[config.mk]
export PLATFORM = sky130hd
export DESIGN_NAME = roi_embed_axis_flat
export DESIGN_NICKNAME = d
export VERILOG_FILES = /design/src/rtl/roi_embed_axis_if.sv /design/src/rtl/roi_embed_axis.sv /design/src/flat_wrapper.sv
export SDC_FILE = /design/constraint.sdc
export NUM_CORES = 1
export LEC_CHECK = 0
export BUFFER_PORTS_ARGS = -buffer_cell sky130_fd_sc_hd__buf_2
export CAP_MARGIN = 10
export CORE_ASPECT_RATIO = 0.6
export CORE_MARGIN = 3
export CORE_UTILIZATION = 27
export DETAILED_ROUTE_END_ITERATION = 8
export GPL_TIMING_DRIVEN = 1
export HOLD_SLACK_MARGIN = 0.08
export PLACE_DENSITY = 0.43
export SLEW_MARGIN = 10
export SYNTH_ARGS = -nofsm -noshare
export SYNTH_HDL_FRONTEND = slang
export SYNTH_SLANG_ARGS = --single-unit
[constraint.sdc]
create_clock -name clk_i -period 12.5 [get_ports clk_i]
set_clock_uncertainty 0.15 [all_clocks]
set_input_delay 1.25 -clock clk_i [delete_from_list [all_inputs] [get_ports clk_i]]
set_output_delay 1.25 -clock clk_i [all_outputs]
set_load 0.02 [all_outputs]
[src/rtl/roi_embed_axis_if.sv]
// AXI-Stream bundle used on both sides of the ROI embedder.
// tuser marks start of frame on the master side; the slave side ignores it.
interface roi_embed_axis_if #(
  parameter int BIT_DATA = 8
);
  logic [BIT_DATA-1:0] tdata;
  logic                tvalid;
  logic                tlast;
  logic                tuser;
  logic                tready;

  modport master (output tdata, output tvalid, output tlast, output tuser, input tready);
  modport slave  (input tdata, input tvalid, input tlast, input tuser, output tready);
endinterface

[src/rtl/roi_embed_axis.sv]
// Rebuilds a full WIDTH x HEIGHT raster from an ROI pixel stream, filling
// every non-ROI position with a background value latched at frame start.
module roi_embed_axis #(
  parameter int WIDTH     = 800,
  parameter int HEIGHT    = 600,
  parameter int BIT_DATA  = 8,
  parameter int BIT_COORD = 32
) (
  input  logic                 clk_i,
  input  logic                 arst_i,
  input  logic                 enable_i,
  input  logic [BIT_COORD-1:0] xy_0_i,
  input  logic [BIT_COORD-1:0] xy_1_i,
  input  logic [BIT_DATA-1:0]  bg_i,
  roi_embed_axis_if.slave      s_axis,
  roi_embed_axis_if.master     m_axis,
  output logic                 frame_done_o,
  output logic                 err_o
);

  localparam int XW = $clog2(WIDTH + 1);
  localparam int YW = $clog2(HEIGHT + 1);
  localparam int CW = $clog2(WIDTH * HEIGHT + 1);

  localparam logic [10:0]   WIDTH_F  = 11'(WIDTH);
  localparam logic [9:0]    HEIGHT_F = 10'(HEIGHT);
  localparam logic [XW-1:0] X_LAST   = XW'(WIDTH);
  localparam logic [YW-1:0] Y_LAST   = YW'(HEIGHT);
  localparam logic [XW-1:0] X_ONE    = XW'(1);
  localparam logic [YW-1:0] Y_ONE    = YW'(1);
  localparam logic [CW-1:0] C_ONE    = CW'(1);

  typedef enum logic {IDLE, RUN} state_t;

  state_t              r_state;
  logic [XW-1:0]       r_x, r_xlo, r_xhi;
  logic [YW-1:0]       r_y, r_ylo, r_yhi;
  logic [BIT_DATA-1:0] r_bg;
  logic                r_ok;
  logic [CW-1:0]       r_n;
  logic [CW-1:0]       r_cnt;
  logic                r_done;
  logic                r_hold;
  logic [BIT_DATA-1:0] r_tdata;
  logic                r_tvalid;
  logic                r_tuser;
  logic                r_tlast;
  logic                r_fdone;
  logic                r_err;

  // Raw corner fields and the normalised rectangle they describe
  logic [10:0]   w_x0, w_x1, w_xlo_f, w_xhi_f;
  logic [9:0]    w_y0, w_y1, w_ylo_f, w_yhi_f;
  logic          w_ok_new;
  logic [XW-1:0] w_xlo_new, w_xhi_new, w_xspan;
  logic [YW-1:0] w_ylo_new, w_yhi_new, w_yspan;
  logic [CW-1:0] w_n_new;

  assign w_x0 = xy_0_i[26:16];
  assign w_y0 = xy_0_i[9:0];
  assign w_x1 = xy_1_i[26:16];
  assign w_y1 = xy_1_i[9:0];

  assign w_xlo_f = (w_x0 < w_x1) ? w_x0 : w_x1;
  assign w_xhi_f = (w_x0 < w_x1) ? w_x1 : w_x0;
  assign w_ylo_f = (w_y0 < w_y1) ? w_y0 : w_y1;
  assign w_yhi_f = (w_y0 < w_y1) ? w_y1 : w_y0;

  assign w_ok_new = (w_x0 != 11'd0) && (w_x1 != 11'd0) &&
                    (w_y0 != 10'd0) && (w_y1 != 10'd0) &&
                    (w_xhi_f <= WIDTH_F) && (w_yhi_f <= HEIGHT_F);

  assign w_xlo_new = w_xlo_f[XW-1:0];
  assign w_xhi_new = w_xhi_f[XW-1:0];
  assign w_ylo_new = w_ylo_f[YW-1:0];
  assign w_yhi_new = w_yhi_f[YW-1:0];
  assign w_xspan   = w_xhi_new - w_xlo_new + X_ONE;
  assign w_yspan   = w_yhi_new - w_ylo_new + Y_ONE;
  assign w_n_new   = CW'(w_xspan) * CW'(w_yspan);

  logic w_unused;
  assign w_unused = ^{xy_0_i[BIT_COORD-1:27], xy_0_i[15:10],
                      xy_1_i[BIT_COORD-1:27], xy_1_i[15:10], s_axis.tuser};

  // Frame sequencing and per-frame context selection
  logic w_run, w_frame_end, w_restart, w_start;

  assign w_run       = (r_state == RUN);
  assign w_frame_end = w_run && r_tvalid && m_axis.tready && r_tlast;
  assign w_restart   = w_frame_end && enable_i;
  assign w_start     = (!w_run && enable_i) || w_restart;

  // On a back-to-back restart the (1,1) beat is loaded in the same cycle the
  // previous tlast leaves, so it must see the freshly sampled context.
  logic [XW-1:0]       w_xlo, w_xhi;
  logic [YW-1:0]       w_ylo, w_yhi;
  logic [BIT_DATA-1:0] w_bg;
  logic                w_ok, w_done;
  logic [CW-1:0]       w_n, w_cnt, w_k;

  assign w_xlo  = w_restart ? w_xlo_new : r_xlo;
  assign w_xhi  = w_restart ? w_xhi_new : r_xhi;
  assign w_ylo  = w_restart ? w_ylo_new : r_ylo;
  assign w_yhi  = w_restart ? w_yhi_new : r_yhi;
  assign w_bg   = w_restart ? bg_i      : r_bg;
  assign w_ok   = w_restart ? w_ok_new  : r_ok;
  assign w_n    = w_restart ? w_n_new   : r_n;
  assign w_done = w_restart ? 1'b0      : r_done;
  assign w_cnt  = w_restart ? '0        : r_cnt;
  assign w_k    = w_cnt + C_ONE;

  // Position handling: r_hold parks the counters after the tlast beat is loaded
  logic w_load_en, w_inside, w_sready, w_s_hs, w_adv;
  logic w_x_end, w_last_pos, w_short, w_long;

  assign w_load_en = w_run && (!r_hold || w_restart) && (!r_tvalid || m_axis.tready);
  assign w_inside  = w_ok && !w_done &&
                     (r_x >= w_xlo) && (r_x <= w_xhi) &&
                     (r_y >= w_ylo) && (r_y <= w_yhi);
  assign w_sready  = w_load_en && w_inside;
  assign w_s_hs    = w_sready && s_axis.tvalid;
  assign w_adv     = w_load_en && (!w_inside || s_axis.tvalid);
  assign w_x_end   = (r_x == X_LAST);
  assign w_last_pos = w_x_end && (r_y == Y_LAST);

  assign w_short = w_s_hs && s_axis.tlast && (w_k < w_n);
  assign w_long  = w_s_hs && !s_axis.tlast && (w_k == w_n);

  always_ff @(posedge clk_i or posedge arst_i) begin
    if (arst_i) begin
      r_state  <= IDLE;
      r_x      <= X_ONE;
      r_y      <= Y_ONE;
      r_xlo    <= '0;
      r_xhi    <= '0;
      r_ylo    <= '0;
      r_yhi    <= '0;
      r_bg     <= '0;
      r_ok     <= 1'b0;
      r_n      <= '0;
      r_cnt    <= '0;
      r_done   <= 1'b0;
      r_hold   <= 1'b0;
      r_tdata  <= '0;
      r_tvalid <= 1'b0;
      r_tuser  <= 1'b0;
      r_tlast  <= 1'b0;
      r_fdone  <= 1'b0;
      r_err    <= 1'b0;
    end else begin
      r_fdone <= w_frame_end;

      if (w_start) begin
        r_xlo <= w_xlo_new;
        r_xhi <= w_xhi_new;
        r_ylo <= w_ylo_new;
        r_yhi <= w_yhi_new;
        r_bg  <= bg_i;
        r_ok  <= w_ok_new;
        r_n   <= w_n_new;
      end

      // Error is cleared at frame start but a beat in that same cycle may set it
      r_err  <= w_short || w_long || (r_err && !w_start);
      r_done <= w_short || (r_done && !w_start);
      r_cnt  <= w_s_hs ? w_k : (w_start ? '0 : r_cnt);

      case (r_state)
        IDLE: if (enable_i) r_state <= RUN;
        RUN:  if (w_frame_end && !enable_i) r_state <= IDLE;
        default: r_state <= IDLE;
      endcase

      if (w_adv) begin
        r_tdata  <= w_inside ? s_axis.tdata : w_bg;
        r_tvalid <= 1'b1;
        r_tuser  <= (r_x == X_ONE) && (r_y == Y_ONE);
        r_tlast  <= w_last_pos;
        r_hold   <= w_last_pos;
        if (w_x_end) begin
          r_x <= X_ONE;
          r_y <= w_last_pos ? Y_ONE : r_y + Y_ONE;
        end else begin
          r_x <= r_x + X_ONE;
        end
      end else if (w_load_en || w_frame_end) begin
        r_tvalid <= 1'b0;
        r_tuser  <= 1'b0;
        r_tlast  <= 1'b0;
        r_hold   <= 1'b0;
      end
    end
  end

  assign s_axis.tready = w_sready;
  assign m_axis.tdata  = r_tdata;
  assign m_axis.tvalid = r_tvalid;
  assign m_axis.tuser  = r_tuser;
  assign m_axis.tlast  = r_tlast;
  assign frame_done_o  = r_fdone;
  assign err_o         = r_err;

endmodule
[src/flat_wrapper.sv]
// flat-port wrapper written by rule: the top's interface ports become plain ports
module roi_embed_axis_flat 
#(
  parameter int WIDTH     = 800,
  parameter int HEIGHT    = 600,
  parameter int BIT_DATA  = 8,
  parameter int BIT_COORD = 32
)
  (clk_i, arst_i, enable_i, xy_0_i, xy_1_i, bg_i, frame_done_o, err_o, s_axis_tdata, s_axis_tvalid, s_axis_tlast, s_axis_tuser, s_axis_tready, m_axis_tdata, m_axis_tvalid, m_axis_tlast, m_axis_tuser, m_axis_tready);
  roi_embed_axis_if #(.BIT_DATA(BIT_DATA)) s_axis_i ();
  roi_embed_axis_if #(.BIT_DATA(BIT_DATA)) m_axis_i ();
  input  logic clk_i;
  input  logic arst_i;
  input  logic enable_i;
  input  logic [BIT_COORD-1:0] xy_0_i;
  input  logic [BIT_COORD-1:0] xy_1_i;
  input  logic [BIT_DATA-1:0] bg_i;
  output logic frame_done_o;
  output logic err_o;
  input wire logic [$bits(s_axis_i.tdata)-1:0] s_axis_tdata;
  input wire logic [$bits(s_axis_i.tvalid)-1:0] s_axis_tvalid;
  input wire logic [$bits(s_axis_i.tlast)-1:0] s_axis_tlast;
  input wire logic [$bits(s_axis_i.tuser)-1:0] s_axis_tuser;
  output wire logic [$bits(s_axis_i.tready)-1:0] s_axis_tready;
  output wire logic [$bits(m_axis_i.tdata)-1:0] m_axis_tdata;
  output wire logic [$bits(m_axis_i.tvalid)-1:0] m_axis_tvalid;
  output wire logic [$bits(m_axis_i.tlast)-1:0] m_axis_tlast;
  output wire logic [$bits(m_axis_i.tuser)-1:0] m_axis_tuser;
  input wire logic [$bits(m_axis_i.tready)-1:0] m_axis_tready;
  assign s_axis_i.tdata = s_axis_tdata;
  assign s_axis_i.tvalid = s_axis_tvalid;
  assign s_axis_i.tlast = s_axis_tlast;
  assign s_axis_i.tuser = s_axis_tuser;
  assign s_axis_tready = s_axis_i.tready;
  assign m_axis_tdata = m_axis_i.tdata;
  assign m_axis_tvalid = m_axis_i.tvalid;
  assign m_axis_tlast = m_axis_i.tlast;
  assign m_axis_tuser = m_axis_i.tuser;
  assign m_axis_i.tready = m_axis_tready;
  roi_embed_axis #(.WIDTH(WIDTH), .HEIGHT(HEIGHT), .BIT_DATA(BIT_DATA), .BIT_COORD(BIT_COORD)) u_core (.clk_i(clk_i), .arst_i(arst_i), .enable_i(enable_i), .xy_0_i(xy_0_i), .xy_1_i(xy_1_i), .bg_i(bg_i), .s_axis(s_axis_i), .m_axis(m_axis_i), .frame_done_o(frame_done_o), .err_o(err_o));
endmodule
---- Yosys cells after proc, flatten, opt, wreduce, memory -nomap -nowiden ----
Cells that the tools add are included.
storage, ports and cells
  register bits after elaboration ......... 122
  bits in latches ......................... 0
  bits in writable memories ............... 0
  bits in read-only memories .............. 0
  output and inout port bits .............. 14
  logic and storage cells ................. 118
  memories ................................ 0
operators by class
  $add $sub $neg .......................... 7
  multipliers ............................. 1
  div/mod/pow operators ................... 0
  $lt $le $gt $ge ......................... 9
  equal/unequal tests ..................... 5
  shift operators ......................... 0
  multiplexer cells ....................... 25
  bitwise gates (word level) .............. 1
  reductions and logical operators ........ 52
operators by type and width
  cell                   count
  $mux 10                9
  $mux 19                4
  $add 10x1->10 const B  4
  $logic_and 1x1->1      29
  $reduce_bool 11->1     2
  $eq 10x1->1 const B    2
  $eq 10x10->1 const B   2
  $ge 10x10->1           2
  $le 10x10->1           2
  $reduce_bool 10->1     2
  $sub 10x10->10         2
  $add 19x1->19 const B  1
  $eq 19x19->1           1
  $lt 19x19->1           1
  $mul 10x10->19         1
  $mux 8                 2
  $le 11x10->1 const B   1
  $lt 11x11->1           1
  $mux 11                1
  $le 10x10->1 const B   1
  $lt 10x10->1           1
  $logic_not 1->1        8
  $logic_or 1x1->1       8
  $mux 1                 8
  4 further kinds        5

---- Longest topological paths before layout ----
Gate-level depths: netlist (run 1).
  depth after elaboration ................. 18
  mapped depth ............................ 45

---- Worst setup path before layout (run 1) ----
No wires, ideal clock.
  path kind ............................... input port to flip-flop
  start ................................... input xy_1_i[2]
  end ..................................... register u_core.r_err, in the netlist u_core.err_o
  setup time .............................. 0.083 ns
  arrival ................................. 10.026 ns
  setup slack ............................. 2.242 ns
  stages on the path ...................... 42
  cells stage by stage .................... inv_1 ha_1 o21ai_0 a21oi_1 o41a_1 nor2_1 nor2_1 mux2i_1 ha_1 a21o_1 a21oi_1 o21bai_1 a21oi_1 o21bai_1 a21oi_1 xnor2_1 nand2_1 fa_1 [6 not listed] inv_1 ha_1 and3_1 a21oi_1 a31oi_1 a41oi_1 a21oi_1 a41oi_1 nor2_1 a211oi_1 ha_1 a21o_1 a21oi_1 nand3_1 nor4_1 a22o_1 a31oi_1 o21ai_0
between the ends
  longest elaborated chain between the ends .. 16
  elaborated cells between the ends (all ways) .. 32
  those cells by class .................... 2 x add/sub; 1 x mul; 5 x order compare; 1 x eq/ne; 6 x mux; 17 x reduce/logical
RTL lines
  element                                                                  RTL line               text
  start, declared                                                          flat_wrapper.sv:16     input logic [BIT_COORD-1:0] xy_1_i;
  parallel branches: the longest is 14 deep, another holds $mul 10x10->19  n/a
  $logic_or 1x1->1 (*) (2 in a row)                                        roi_embed_axis.sv:164  r_err <= w_short || w_long || (r_err && !w_start);
  end signal, assigned                                                     roi_embed_axis.sv:164
  end, declared                                                            roi_embed_axis.sv:49   logic r_err;
Mark *: on every way between the ends.
A chain may end at the register's enable or synchronous reset.

---- Worst setup path after layout (run 1) ----
  start ................................... input xy_1_i[18]
  end ..................................... register u_core.r_err, in the netlist u_core.err_o
between the ends
  longest elaborated chain between the ends .. 18
  elaborated cells between the ends (all ways) .. 34
  those cells by class .................... 2 x add/sub; 1 x mul; 5 x order compare; 1 x eq/ne; 6 x mux; 19 x reduce/logical
RTL lines
  element                                                                  RTL line
  parallel branches: the longest is 16 deep, another holds $mul 10x10->19  n/a
  $logic_or 1x1->1 (*) (2 in a row)                                        roi_embed_axis.sv:164
Marked as above.

==> results of run 1 <==
[flip-flops by register name, summed over array words and instances (netlist names), 8 cells and up]
register and cells:
u_core.r_xhi 10, u_core.r_n 19, u_core.r_bg 8, u_core.r_xlo 10, u_core.m_axis.tdata 8, u_core.r_ylo 10
u_core.r_y 10, u_core.r_cnt 19, u_core.r_x 10, u_core.r_yhi 10
[cell usage after synthesis, drive strengths merged, types with 9 or more instances]
cell	instances
and2	34
nor3	29
a21o	16
o31ai	9
xor2	21
o21ai	111
inv	125
nand2	193
nor4	12
and3	17
ha	156
mux2i	24
nor2	147
a211oi	9
or3	11
a22o	10
a21oi	126
mux2	14
dfrtp	120
nand2b	10
o21a	11
nand3	37
a31o	17
clkbuf	46
xnor2	43
nand4	24
a21boi	14
fa	63
[cell type report]
cell class	instances	area [um^2]	share of cell area, %
tap	620	776	5.41
sequential	122	3060	21.3
clock inverter	15	191	1.33
clock buffer	17	425	2.97
inverter	125	472	3.29
antenna	1	2.50	0.0174
timing repair buffer	94	513	3.58
multi-input combinational	1217	8910	62.1
[per-layer routing]
| layer | global-route usage [%] | vias up | part of all wire, % |
|---|---|---|---|
| li1 | - | 5412 | - |
| met1 | 23.9 | 5196 | 52 |
| met2 | 22.0 | 198 | 41 |
| met3 | 4.19 | 21 | 5.9 |
| met4 | 2.53 | 0 | 0.83 |
| met5 | 0 | - | 0 |
[stage by stage]
| step | cells | hold slack (ps) | setup WS, ps | utilization (%) |
|---|---|---|---|---|
| floorplan | 1517 | 300 | 2240 | - |
| global placement | 2178 | 313 | 824 | 30.2 |
| detailed placement | 2178 | 321 | 761 | 30.2 |
| CTS | 2210 | 334 | 1170 | 31.5 |
| global route | 2210 | 353 | 244 | 31.5 |
| finish | 2211 | 330 | 1170 | 31.5 |
[worst min-delay path, stage by stage, from the launching register on]
cell	delay (ps)
dfrtp_1	340
nand2_1	40
o21ai_0	60
[worst max-delay path by stage]
| stage | startpoint | to | slack (ps) | depth (start not counted) |
|---|---|---|---|---|
| final | xy_1_i[18] | u_core.err_o$_DFF_PP0_ | 1170 | 43 |
| after global routing | xy_1_i[2] | u_core.err_o$_DFF_PP0_ | 240 | 43 |
| after CTS | xy_1_i[2] | u_core.err_o$_DFF_PP0_ | 1170 | 43 |
| after detailed placement | xy_1_i[2] | u_core.err_o$_DFF_PP0_ | 760 | 43 |
| after global placement | xy_1_i[2] | u_core.err_o$_DFF_PP0_ | 820 | 43 |
| after floorplan | xy_1_i[2] | u_core.err_o$_DFF_PP0_ | 2240 | 42 |
[cell families (layout without fill, tap and decap cells)]
kind of cell | Yosys count | in the layout | synth area share (%)
other | 0 | 1 | 0
buffers and inverters | 178 | 251 | 5.40
adders and majority gates | 219 | 219 | 25.5
and+or+nand+nor | 535 | 535 | 19.8
DFF | 122 | 122 | 24.2
AOI/OAI and AO/OA | 361 | 361 | 17.5
xor gates and xnor gates | 64 | 64 | 4.44
muxes | 38 | 38 | 3.15
==> results.tsv, run 1 <==
metric	value	unit
grt_usage	15.6	%
cts_max_level	4	
tightest_slew	1020	ps
num_vias	10800	
vias_per_cell	4.90	
end_kind	register	
worstRegToRegCells	15	
synth.top_cells.by_area	dfrtp_1 (24%), ha_1 (15%), fa_1 (10%), nand2_1 (5.7%), a21oi_1 (5.0%)	
min_from	u_core.r_xlo[2]$_DFFE_PP0P_	
hold_buffers	0	
final_cell_mix	nand2_1 (189), ha_1 (156), nor2_1 (146), a21oi_1 (125), inv_1 (124)	
period_share	90.6	%
crit_slowest_cell	xnor2_1	
rows	60	
placed_cell_area	13700	um^2
grt_pass1_vias	10600	
yosys_warnings	0	
ctsResizeCount	0	
die_h	173	um
final_nets	1883	
overflow	0	
path_max_fanout	18	
critPathRequiredTime	12700	ps
drt-pass1-iter-count	5	
grt_pass1_wl	60800	um
numPortBuffers	77	
cp.arrival	11520	ps
fillCellCount	4847	
area_growth	13.6	%
final_area	14300	um^2
whs_path_depth	2	
r2r_slack	6860	ps
r2r_start	u_core.m_axis.tvalid$_DFFE_PP0P_	
hp-class	reg -> reg	
drive_gt1_share	10.9	%
yosysTopAreaCell	dfrtp_1	
setup_viol	0	
postSynth.asyncResetShare	100	%
setup-tns-final	0	ps
root_buffer	clkbuf_16	
slew_viol_final	0	
max_cap_viol_count	0	
start_util	27.8	%
path_buf_inv	6	
final_common_cell	nand2_1	
wl	38200	um
ys_seq_elements	122	
synth_top_area_share	23.8	%
ys.flop_type	dfrtp_1	
fin_crit	11330	ps
antenna_found_initial	0	
clockBufferDepth	2	
die_w	285	um
cts_tree	yes	
synth_area_per_cell	8.32	um^2
ios	101	
hold_violations	0	
min_to	u_core.r_xlo[2]$_DFFE_PP0P_	
seq_area_frac_synth	24.2	%
insertion_delay	440	ps
drtIter0Drc	763	
gp_congestion	0.868	
fp.dieArea	49500	um^2
grt_max_degree	81	
status	completed	
fmax	88.3	MHz
clk_pin_slew	60	ps
synth-edff-count	0	
yosysUniqueCellTypes	66	
wl_per_cell	17.3	um
critPathTopFamily	adder cells	
rr_endpoint	u_core.r_y[0]$_DFFE_PP1P_	
core-area	45500	um^2
path_class	in -> reg	
post_cts_buffers	0	
hpwl	30600	um
syn_inst	1517	
cts.sinks	122	
drc	0	
timing.slew.headroom	31.8	%
synthesis.nets	1823	
critPathLaunchType	input pin	
ant_nets	0	
cpPeakStageDelay	790	ps
syn-cell-area	12600	um^2
rsz0062_at_grt	false	
numCtsBuffers	17	
crit_path_frequent_cell	a21oi_1	
Power of run 1 is left out: the tool's default activity adds up to more than one toggle a clock period on the data nets, which glitch-free logic cannot reach.
==> run 2, diff against run 1 <==
CTS_BUF_LIST = sky130_fd_sc_hd__clkbuf_8 sky130_fd_sc_hd__clkbuf_16   (was default)
PLACE_DENSITY = default   (was 0.43)
PLACE_DENSITY_LB_ADDON = 0.25   (was default)
==> results.tsv, run 2 (synthesis results as in run 1) <==
metric	value	unit
final_cell_mix	nand2_1 (189), ha_1 (156), nor2_1 (146), a21oi_1 (125), inv_1 (124)	
grt_pass1_wl	59700	um
ctsResizeCount	0	
instances_no_fill	2209	
final_nets	1881	
rows	60	
slew_viol_final	0	
fp.dieArea	49500	um^2
cp.arrival	11370	ps
grt_usage	15.2	%
placedCellCount	2176	
reg_top3	u_core.r_cnt x19, u_core.r_n x19	
max_cap_viol_count	0	
drc	0	
fmax	89.5	MHz
numCtsBuffers	17	
ios	101	
timing.slew.headroom	23.5	%
status	completed	
drtIter0Drc	734	
crit_path_frequent_cell	a21oi_1	
numPortBuffers	77	
path_max_fanout	7	
hold_violations	0	
wl_per_cell	16.8	um
grt_max_degree	89	
die_w	285	um
hpwl	29700	um
core-area	45500	um^2
critPathLaunchType	input pin	
insertion_delay	430	ps
setup_viol	0	
drt-pass1-iter-count	5	
tightest_slew	1140	ps
post_cts_buffers	0	
root_buffer	clkbuf_16	
cts.sinks	122	
gp_congestion	0.902	
wl	37100	um
hp-class	reg -> reg	
rsz0062_at_grt	false	
hold_buffers	0	
path_class	in -> reg	
final_common_cell	nand2_1	
period_share	89.4	%
setup-tns-final	0	ps
antenna_found_initial	1	
area_growth	13.7	%
clk_pin_slew	70	ps
crit_slowest_cell	fa_1	
die_h	173	um
critPathRequiredTime	12700	ps
cts_tree	yes	
fin_crit	11170	ps
drive_gt1_share	10.8	%
cts_max_level	4	
num_vias	10800	
start_util	27.8	%
cpPeakStageDelay	570	ps
vias_per_cell	4.91	
clockBufferDepth	2	
end_kind	register	
ant_nets	0	
grt_pass1_vias	10500	
overflow	0	
## run 2: cell count changes in the layout (fill, tap and decap cells not counted), sizes merged
cell	before	now
inv	129	130
clkinvlp	3	1
buf	94	92
bufinv	3	4
## run 2: layer usage
| metal | GRT usage (%) | share of wire, % | vias up |
|---|---|---|---|
| met1 | 23.7 | 54 | 5226 |
| met2 | 21.3 | 40 | 231 |
| met3 | 3.34 | 5.5 | 20 |
| met5 | 0 | 0 | - |
| li1 | - | - | 5370 |
| met4 | 2.32 | 0.84 | 0 |
## run 2: area by class of cell
type / instances / area, um^2
clock buffers: 17 / 425
well taps: 620 / 776
inverters: 125 / 472
multi-input cells: 1217 / 8910
clock inverters: 15 / 211
flip-flops and latches: 122 / 3060
fillers: 4891 / 31100
repair buffers: 92 / 498
diodes: 1 / 2.50
## run 2: through the flow
stage          area, um^2  setup slack, ps  utilization, %  hold WS (ps)
6_report            14400             1330            31.5           330
5_1_grt             14400              335            31.5           347
4_1_cts             14300             1320            31.5           334
3_5_place_dp        13700              909            30.1           321
3_3_place_gp        13700             1030            30.1           313
2_1_floorplan       12600             2240               -           300
## run 2: worst paths after layout
| kind | end | startpoint | slack [ps] | cells past startpoint |
|---|---|---|---|---|
| hold reg to reg | u_core.r_ylo[9]$_DFFE_PP0P_ | u_core.r_ylo[9]$_DFFE_PP0P_ | 330 | 2 |
| setup reg to reg | u_core.r_y[0]$_DFFE_PP1P_ | u_core.m_axis.tvalid$_DFFE_PP0P_ | 6680 | 15 |
| max in group asynchronous | u_core.r_cnt[6]$_DFFE_PP0P_ | arst_i | 10010 | 3 |
| setup / recovery | u_core.err_o$_DFF_PP0_ | xy_1_i[2] | 1330 | 43 |
| min in group asynchronous | u_core.r_xlo[2]$_DFFE_PP0P_ | arst_i | 820 | 2 |
| hold / removal | u_core.r_ylo[9]$_DFFE_PP0P_ | u_core.r_ylo[9]$_DFFE_PP0P_ | 330 | 2 |
## run 2: worst max-delay path: cells and delay by family
family,cells,cell delay [ps]
AND/OR/NAND/NOR,7,1140
adder cells (fa/ha/maj),9,3980
AO/OA/AOI/OAI,20,4050
multiplexers,1,260
buffers and inverters,5,390
XOR/XNOR,1,330
Power of run 2 is left out for the same reason.
==> run 3, diff against run 2 <==
ABC_AREA = 1   (was default)
==> results.tsv, run 3 <==
metric	value	unit
postSynth.asyncResetShare	100	%
path_class	in -> reg	
yosys_warnings	0	
setup_viol	0	
grt_pass1_wl	61100	um
path_max_fanout	37	
synth.top_cells.by_area	dfrtp_1 (23%), ha_1 (15%), nand2_1 (15%), fa_1 (9.6%), inv_1 (7.9%)	
status	completed	
worstRegToRegCells	19	
final_cell_mix	nand2_1 (518), inv_1 (276), o21ai_0 (177), ha_1 (156), nor2_1 (131)	
clockBufferDepth	2	
overflow	0	
critPathRequiredTime	12720	ps
cts.sinks	122	
ant_nets	0	
clk_pin_slew	60	ps
period_share	88.0	%
min_to	u_core.m_axis.tdata[5]$_DFFE_PP0P_	
hold_buffers	0	
cts_max_level	4	
yosysTopAreaCell	dfrtp_1	
ctsResizeCount	0	
ys_seq_elements	122	
grt_usage	14.9	%
fin_crit	11000	ps
numPortBuffers	77	
grt_max_degree	87	
start_util	27.9	%
post_cts_buffers	0	
fp.dieArea	51400	um^2
tightest_slew	1010	ps
die_h	177	um
setup-tns-final	0	ps
critPathTopFamily	adder cells	
reg_top3	u_core.r_cnt x19, u_core.r_n x19	
antenna_found_initial	0	
r2r_slack	6820	ps
fmax	90.9	MHz
rows	61	
max_cap_viol_count	0	
min_from	u_core.m_axis.tdata[5]$_DFFE_PP0P_	
ios	101	
final_common_cell	nand2_1	
wl	37600	um
yosysUniqueCellTypes	53	
vias_per_cell	4.65	
insertion_delay	430	ps
crit_slowest_cell	o21ai_0	
hold_violations	0	
synthTopCellsByCount	nand2_1 (519), inv_1 (275), o21ai_0 (177)	
die_w	291	um
synth-edff-count	0	
cts_tree	yes	
cpPeakStageDelay	550	ps
core-area	47200	um^2
wl_per_cell	14.8	um
antenna_cells	0	
syn_inst	1842	
syn-cell-area	13100	um^2
synth_area_per_cell	7.13	um^2
area_growth	12.1	%
cp.arrival	11220	ps
grt_pass1_vias	11200	
final_nets	2201	
hpwl	29900	um
drc	0	
hp-class	reg -> reg	
gp_congestion	0.869	
rsz0062_at_grt	false	
rr_endpoint	u_core.m_axis.tdata[4]$_DFFE_PP0P_	
root_buffer	clkbuf_16	
critPathLaunchType	input pin	
drive_gt1_share	9.01	%
num_vias	11800	
timing.slew.headroom	32.4	%
drtIter0Drc	840	
synth_top_area_share	22.9	%
seq_area_frac_synth	23.3	%
drt-pass1-iter-count	5	
whs_path_depth	2	
ys.flop_type	dfrtp_1	
synth_most_common_cell	nand2_1	
path_buf_inv	11	
synthesis.nets	2148	
end_kind	register	
numCtsBuffers	17	
slew_viol_final	0	
r2r_start	u_core.m_axis.tvalid$_DFFE_PP0P_	
-- run 3: cell types whose count changed in the layout (fill, tap and decap cells not counted), moves of 14 or more --
cell     previous run  this run
mux2i_1            24         0
nand4_1            23        55
inv_1             124       276
nand3_1            37        60
xnor2_1            43        15
and2_1             34         1
o21ai_0           107       177
xor2_1             21        42
nor2_1            146       131
a21oi_1           125        49
a21o_1             16         2
nand2_1           189       518
-- run 3: how the worst max path moves through the flow --
stage / startpoint / slack, ps / end / depth (start not counted)
after floorplan: xy_1_i[24] / 2710 / u_core.r_done$_DFF_PP0_ / 56
after global placement: xy_1_i[20] / 1200 / u_core.err_o$_DFF_PP0_ / 52
after detailed placement: xy_1_i[18] / 1150 / u_core.err_o$_DFF_PP0_ / 51
after CTS: xy_1_i[18] / 1590 / u_core.err_o$_DFF_PP0_ / 51
after global routing: xy_1_i[3] / 600 / u_core.r_done$_DFF_PP0_ / 52
final: xy_1_i[18] / 1500 / u_core.err_o$_DFF_PP0_ / 51
-- run 3: stage by stage --
step                util (%)  setup slack, ps  hold WS (ps)  instances  area [um^2]
global route            31.2              603           351       2538        14700
global placement        30.0             1200           304       2506        14200
finish                  31.2             1500           328       2538        14700
CTS                     31.2             1590           328       2538        14700
detailed placement      30.0             1150           310       2506        14200
floorplan                  -             2710           291       1842        13100
-- run 3: area by class of cell --
cell class              instances  area (um^2)
fillers                      5135        32400
multi-input cells            1377         8760
flip-flops and latches        122         3060
inverters                     285         1070
well taps                     630          788
repair buffers                 92          498
clock buffers                  19          453
clock inverters                13          104
-- run 3: layer usage --
metal | vias up | track usage, % | routed length [um]
met5 | - | 0 | 0
met4 | 0 | 2.15 | 252
met3 | 21 | 3.75 | 2320
met2 | 257 | 21.4 | 15100
met1 | 5518 | 22.6 | 19900
li1 | 6005 | - | -
-- run 3: logic make-up after synthesis --
group                      synth area share (%)
buffers and inverters                      10.1
AOI/OAI and AO/OA                          10.9
adders and majority gates                  24.5
and+or+nand+nor                            27.5
xor gates and xnor gates                   3.80
DFF                                        23.3
-- run 3: worst register-to-register path, cell delays in order (launching register included) --
cell and delay (ps):
dfrtp_1 420, nand4_1 200, nor2_4 50, inv_2 380, buf_4 530, o21ai_0 240
ha_1 330, nand2_1 110, nor2_1 160, o211ai_1 110, and3_1 170, o41ai_1 60
buf_4 220, nand2_1 70, nor2_1 230, nand4_1 620, nand2_1 1010, inv_2 310
nand2_1 160, nand2_1 50
Power of run 3 is left out for the same reason.
